File: src/rtl/offset_calibration_sequencer.sv
// Offset calibration sequencer: settles, averages 2^LOG2_SAMPLES samples,
// writes the negated mean to cal address 1 and flushes the pipeline.
module offset_calibration_sequencer #(
    parameter int DATA_PATH_WIDTH = 16,
    parameter int LOG2_SAMPLES    = 6,
    parameter int SETTLE_SAMPLES  = 8
) (
    input  logic                       clock,
    input  logic                       reset,
    input  logic                       start,
    input  logic                       abort,
    input  logic [2:0]                 host_cal_address,
    input  logic [15:0]                host_cal_data,
    input  logic                       host_cal_we,
    input  logic [DATA_PATH_WIDTH-1:0] sample_data,
    input  logic                       sample_valid,
    output logic [2:0]                 cal_address,
    output logic [15:0]                cal_data,
    output logic                       cal_we,
    output logic                       pipeline_flush,
    output logic                       busy,
    output logic                       done,
    output logic                       host_reject,
    output logic [DATA_PATH_WIDTH-1:0] measured_offset
);

    localparam int DPW   = DATA_PATH_WIDTH;
    localparam int ACC_W = DPW + LOG2_SAMPLES;
    localparam int SET_W = $clog2(SETTLE_SAMPLES + 1);
    localparam int CNT_W = (LOG2_SAMPLES + 1 > SET_W) ? LOG2_SAMPLES + 1 : SET_W;

    localparam logic [CNT_W-1:0] SETTLE_LAST =
        CNT_W'(SETTLE_SAMPLES > 0 ? SETTLE_SAMPLES - 1 : 0);
    localparam logic [CNT_W-1:0] ACCUM_LAST =
        CNT_W'((1 << LOG2_SAMPLES) - 1);
    localparam logic signed [DPW-1:0] MEAN_MIN = {1'b1, {(DPW-1){1'b0}}};
    localparam logic signed [DPW-1:0] OFFS_MAX = ~MEAN_MIN;

    typedef enum logic [2:0] {
        IDLE,
        SETTLE,
        ACCUM,
        COMPUTE,
        WRITE,
        FLUSH
    } state_t;

    state_t                  state_q, state_d;
    logic [CNT_W-1:0]        cnt_q, cnt_d;
    logic signed [ACC_W-1:0] acc_q, acc_d;

    logic [2:0]              cal_address_d;
    logic [15:0]             cal_data_d;
    logic                    cal_we_d;
    logic                    flush_d;
    logic                    busy_d;
    logic                    done_d;
    logic                    reject_d;
    logic [DPW-1:0]          offset_d;

    logic signed [ACC_W-1:0] sample_ext;
    logic signed [DPW-1:0]   mean_w;
    logic signed [DPW-1:0]   offset_w;

    // Upper DPW bits of the accumulator are the floor-divided mean.
    assign sample_ext = ACC_W'($signed(sample_data));
    assign mean_w     = acc_q[ACC_W-1:LOG2_SAMPLES];
    assign offset_w   = (mean_w == MEAN_MIN) ? OFFS_MAX : -mean_w;

    always_comb begin
        state_d       = state_q;
        cnt_d         = cnt_q;
        acc_d         = acc_q;
        cal_address_d = cal_address;
        cal_data_d    = cal_data;
        cal_we_d      = 1'b0;
        flush_d       = 1'b0;
        done_d        = 1'b0;
        reject_d      = 1'b0;
        offset_d      = measured_offset;

        if (host_cal_we) begin
            if (state_q == IDLE) begin
                cal_we_d      = 1'b1;
                cal_address_d = host_cal_address;
                cal_data_d    = host_cal_data;
            end else begin
                reject_d = 1'b1;
            end
        end

        case (state_q)
            IDLE: begin
                if (start) begin
                    cnt_d   = '0;
                    acc_d   = '0;
                    state_d = (SETTLE_SAMPLES == 0) ? ACCUM : SETTLE;
                end
            end
            SETTLE: begin
                if (abort) begin
                    state_d = IDLE;
                end else if (sample_valid) begin
                    if (cnt_q == SETTLE_LAST) begin
                        cnt_d   = '0;
                        state_d = ACCUM;
                    end else begin
                        cnt_d = cnt_q + CNT_W'(1);
                    end
                end
            end
            ACCUM: begin
                if (abort) begin
                    state_d = IDLE;
                end else if (sample_valid) begin
                    acc_d = acc_q + sample_ext;
                    if (cnt_q == ACCUM_LAST) begin
                        state_d = COMPUTE;
                    end else begin
                        cnt_d = cnt_q + CNT_W'(1);
                    end
                end
            end
            COMPUTE: begin
                if (abort) begin
                    state_d = IDLE;
                end else begin
                    offset_d      = offset_w;
                    cal_we_d      = 1'b1;
                    cal_address_d = 3'd1;
                    cal_data_d    = 16'(offset_w);
                    state_d       = WRITE;
                end
            end
            WRITE: begin
                flush_d = 1'b1;
                done_d  = 1'b1;
                state_d = FLUSH;
            end
            FLUSH: begin
                state_d = IDLE;
            end
            default: begin
                state_d = IDLE;
            end
        endcase

        busy_d = (state_d != IDLE);
    end

    always_ff @(posedge clock) begin
        if (reset) begin
            state_q         <= IDLE;
            cnt_q           <= '0;
            acc_q           <= '0;
            cal_address     <= '0;
            cal_data        <= '0;
            cal_we          <= 1'b0;
            pipeline_flush  <= 1'b0;
            busy            <= 1'b0;
            done            <= 1'b0;
            host_reject     <= 1'b0;
            measured_offset <= '0;
        end else begin
            state_q         <= state_d;
            cnt_q           <= cnt_d;
            acc_q           <= acc_d;
            cal_address     <= cal_address_d;
            cal_data        <= cal_data_d;
            cal_we          <= cal_we_d;
            pipeline_flush  <= flush_d;
            busy            <= busy_d;
            done            <= done_d;
            host_reject     <= reject_d;
            measured_offset <= offset_d;
        end
    end

endmodule

File: config.mk
export PLATFORM = sky130hd
export DESIGN_NAME = offset_calibration_sequencer
export DESIGN_NICKNAME = d
export VERILOG_FILES = /design/src/rtl/offset_calibration_sequencer.sv
export SDC_FILE = /design/constraint.sdc
export NUM_CORES = 1
export LEC_CHECK = 0
export ABC_AREA = 0
export CELL_PAD_IN_SITES_DETAIL_PLACEMENT = 1
export CELL_PAD_IN_SITES_GLOBAL_PLACEMENT = 2
export CORE_ASPECT_RATIO = 0.9
export CORE_MARGIN = 5
export CORE_UTILIZATION = 25
export CTS_BUF_LIST = sky130_fd_sc_hd__clkbuf_2 sky130_fd_sc_hd__clkbuf_4 sky130_fd_sc_hd__clkbuf_8
export CTS_CLUSTER_DIAMETER = 50
export DETAILED_ROUTE_END_ITERATION = 10
export PLACE_DENSITY = 0.71
export SYNTH_ARGS = -nofsm -noshare
export SYNTH_HDL_FRONTEND = slang
export SYNTH_SLANG_ARGS = --single-unit
File: constraint.sdc
create_clock -name clock -period 2.2 [get_ports clock]
set_input_delay 0.22 -clock clock [delete_from_list [all_inputs] [get_ports clock]]
set_output_delay 0.22 -clock clock [all_outputs]
set_load 0.01 [all_outputs]
==> flow_metrics.py <==
metrics = {
    "critical_path": {
        "cp.buffers_inverters": 1,
        "cp_common_cell": "o31a_1",
        "end_kind": "register",
        "path_class": "register to register",
        "required_ns": 2.45,
        "crit_path_cell_trace": "ha_4 > inv_2 > fa_2 > nor2b_2 > o31a_1 > o31a_1 > o22ai_4 > o21ba_4 > xnor2_1 > a22o_1",
        "critPathMaxFanout": 3,
        "cp-start-kind": "register",
        "max_stage_delay_ns": 0.34,
        "crit_slowest_cell": "dfxtp_2",
        "arrival_ns": 2.46,
        "critPathTopFamily": "compound AO/OA/AOI/OAI gates",
    },
    "sta": {
        "worst_pin_slew_ns": 0.998,
        "setup_viol": 3,
        "slew_headroom_pct": 33.2,
        "period_minus_slack_ns": 2.21,
        "setup_tns_ns": -0.0311,
        "hold_viol": 0,
        "fin_crit_sh_pct": 101,
        "drv_slew": 0,
        "grt_setup_unrepaired": "true",
        "fmax_mhz": 452,
        "setup_slack_ns": -0.0123,
        "clock_skew_ns": 0.0104,
    },
    "yosys": {
        "ys.flop_type": "dfxtp_1",
        "yosysSeqAreaShare_pct": 34.4,
        "postSynthCellCount": 509,
        "synth_area_sq_mm": 0.00413,
        "synth.distinct_cells": 58,
        "synthArstFlopShare_pct": 0,
        "ys_seq_elements": 71,
        "synth_area_per_cell_sq_um": 8.12,
        "syn_nets": 574,
        "synth-edff-count": 0,
        "ys_warn_count": 0,
    },
    "pwr": {
        "cellLeakagePower_nw": 2.54,
        "p_total_mw": 2.88,
        "ir_drop_uv": 267,
        "powerDensity_mw_per_mm2": 471,
    },
    "place": {
        "io_buffer_count": 80,
        "dp_hpwl_mm": 11.2,
        "dp_cells": 846,
        "place.gp.congestion": 0.868,
    },
    "global_routing": {
        "grt_usage_pct": 14.1,
        "grt_max_degree": 38,
        "grt_pass1_vias": 4442,
        "antenna_found_initial": 0,
        "grt_pass1_wl_mm": 22.6,
        "grt_overflow": 0,
    },
    "clocking": {
        "clk_latency_ns": 0.35,
        "tritoncts": "built",
        "clkTransAtPathRegs_ns": 0.08,
        "ctsHtreeMaxLevel": 3,
        "clk_path_buf_depth": 2,
        "cts_sinks": 71,
        "cts_hold_buffers": 0,
        "numCtsBuffers": 9,
        "clock-root-buffer": "clkbuf_8",
    },
    "finish": {
        "diodes": 0,
        "seqCellArea_sq_mm": 0.00143,
        "fin_util_pct": 37.8,
        "nNetsFinal": 722,
        "drive_gt1_share_pct": 22.1,
        "fillCellCount": 1941,
        "multi_input_area_sq_mm": 0.00273,
        "final_cells": 869,
        "area.growth.synth_to_final_pct": 47.9,
    },
    "status": {
        "violations": "negative setup slack",
        "status": "finished, violations left",
    },
    "floorplanning": {
        "core-area_sq_mm": 0.0162,
        "fp.dieH_um": 132,
        "initial_utilization_pct": 25.5,
        "dieArea_sq_mm": 0.0192,
        "die_w_um": 146,
        "io_pins": 81,
        "rows": 44,
    },
    "job": {
        "cap_violations": 0,
    },
    "detailed_routing": {
        "postRouteAntennaNets": 0,
        "wl_met3_um": 490,
        "vias_per_cell": 4.86,
        "wl_met1_mm": 7.02,
        "first_pass_iters": 4,
        "via_count": 4222,
        "top_layer_used": "met4",
        "drc": 0,
        "drt_iter0_drc": 169,
        "postRouteWirelength_mm": 13.9,
        "met2_length_mm": 6.20,
        "wire_per_inst_um": 15.9,
    },
    "worst_hold_path": {
        "worstHoldPathType": "input port to register",
    },
}
path summary, 6_finish.rpt:
check / startpoint / end / slack (ns) / cells past startpoint
setup / recovery: acc_q[0] / acc_q[20] / -0.01 / 10
hold reg to reg: measured_offset[15] / measured_offset[15] / 0.45 / 2
setup reg to reg: acc_q[0] / acc_q[20] / -0.01 / 10
hold / removal: host_cal_address[2] / cal_address[2] / 0.42 / 3
cell families (layout without fill, tap and decap cells):
family / after synthesis / after routing / share of synthesized area, %
AND/OR/NAND/NOR: 206 / 206 / 24.2
buffers and inverters: 32 / 185 / 3.12
multiplexers: 12 / 12 / 2.94
flip-flops: 71 / 71 / 34.4
adder cells (fa/ha/maj): 24 / 24 / 7.45
AO/OA/AOI/OAI: 138 / 138 / 22.5
XOR/XNOR: 26 / 26 / 5.51
synth_stat cells (7+ instances only):
master / n / share of area, %
dfxtp_1: 71 / 34
nand2_1: 74 / 6.7
a22o_1: 12 / 2.5
nor4_1: 9 / 1.4
inv_1: 7 / 0.64
a211oi_1: 7 / 1.3
xnor2_1: 15 / 3.2
mux2i_1: 11 / 2.7
clkbuf_1: 19 / 1.7
a21oi_1: 38 / 4.6
ha_1: 23 / 7.0
nand3_1: 12 / 1.5
xor2_1: 11 / 2.3
nor2_1: 49 / 4.4
o21ai_0: 31 / 3.8
nor3_1: 18 / 2.2
cell type report:
type / count / share of cell area, %
clock inverters: 6 / 1.39
flip-flops and latches: 71 / 23.3
repair buffers: 162 / 23.8
well taps: 207 / 4.23
clock buffers: 10 / 2.15
inverters: 7 / 0.430
multi-input cells: 406 / 44.6
power by group:
group	internal, mW	switching, mW	total, mW
registers	1.31	0.0158	1.33
clock network	0.647	0.513	1.16
logic	0.209	0.187	0.396
flip-flops by register name, indices dropped and copies added (netlist names):
name and cells:
acc_q 22, cal_data 16, measured_offset 16, cnt_q 7
cal_address 3, state_q 3, busy 1, cal_we 1
done 1, host_reject 1
metrics by stage:
step           area (sq um)  worst slack (ns)  hold WS, ns
5_1_grt                6120           -0.0946        0.409
3_3_place_gp           5680            -0.446        0.431
4_1_cts                5980           -0.0436        0.402
6_report               6120           -0.0123        0.423
3_5_place_dp           5680            -0.481        0.436
2_1_floorplan          4140            0.0380        0.306
repair_timing:
action                                  in CTS  in global routing
endpoints found under the hold margin        0                  0
pin swaps                                   14                 15
setup buffers                                3                  4
endpoints found under the setup margin       8                 25
resized for setup                           15                 29
layer usage:
metal  vias up  track usage [%]
met2        78             22.5
li1       2135                -
met4         0             3.78
met3        12             3.06
met1      1997             19.2
met5         -                0
cells in the final DEF (no fill, tap or decap), types with 3 or more instances in the layout:
cell type	n
a22o_1	12
o21ai_0	22
o21a_1	6
a21oi_2	4
clkdlybuf4s50_1	79
ha_1	21
buf_12	3
nand3_1	10
dfxtp_2	5
nor2_1	48
clkbuf_8	9
a311oi_2	4
o21bai_1	5
nand3_2	3
a31oi_2	3
nand2b_1	6
a211oi_1	5
or4_1	4
dfxtp_1	66
a31oi_1	3
nor3_1	17
nand2_1	74
nor4_1	8
a21o_1	5
nand4_1	4
inv_1	6
and3_1	5
nor2_2	3
a21oi_1	35
mux2i_1	11
xnor2_1	14
nor3b_1	3
o21ai_1	10
xor2_1	11
a211o_1	3
nand3b_1	4
buf_4	78
worst register-to-register path: stages (launching register included):
cell and delay [ns]:
dfxtp_2 0.34, ha_4 0.16, inv_2 0.05, fa_2 0.20, nor2b_2 0.05, o31a_1 0.32, o31a_1 0.33, o22ai_4 0.27
o21ba_4 0.17, xnor2_1 0.05, a22o_1 0.17
Power figures use the tool's default switching activity.
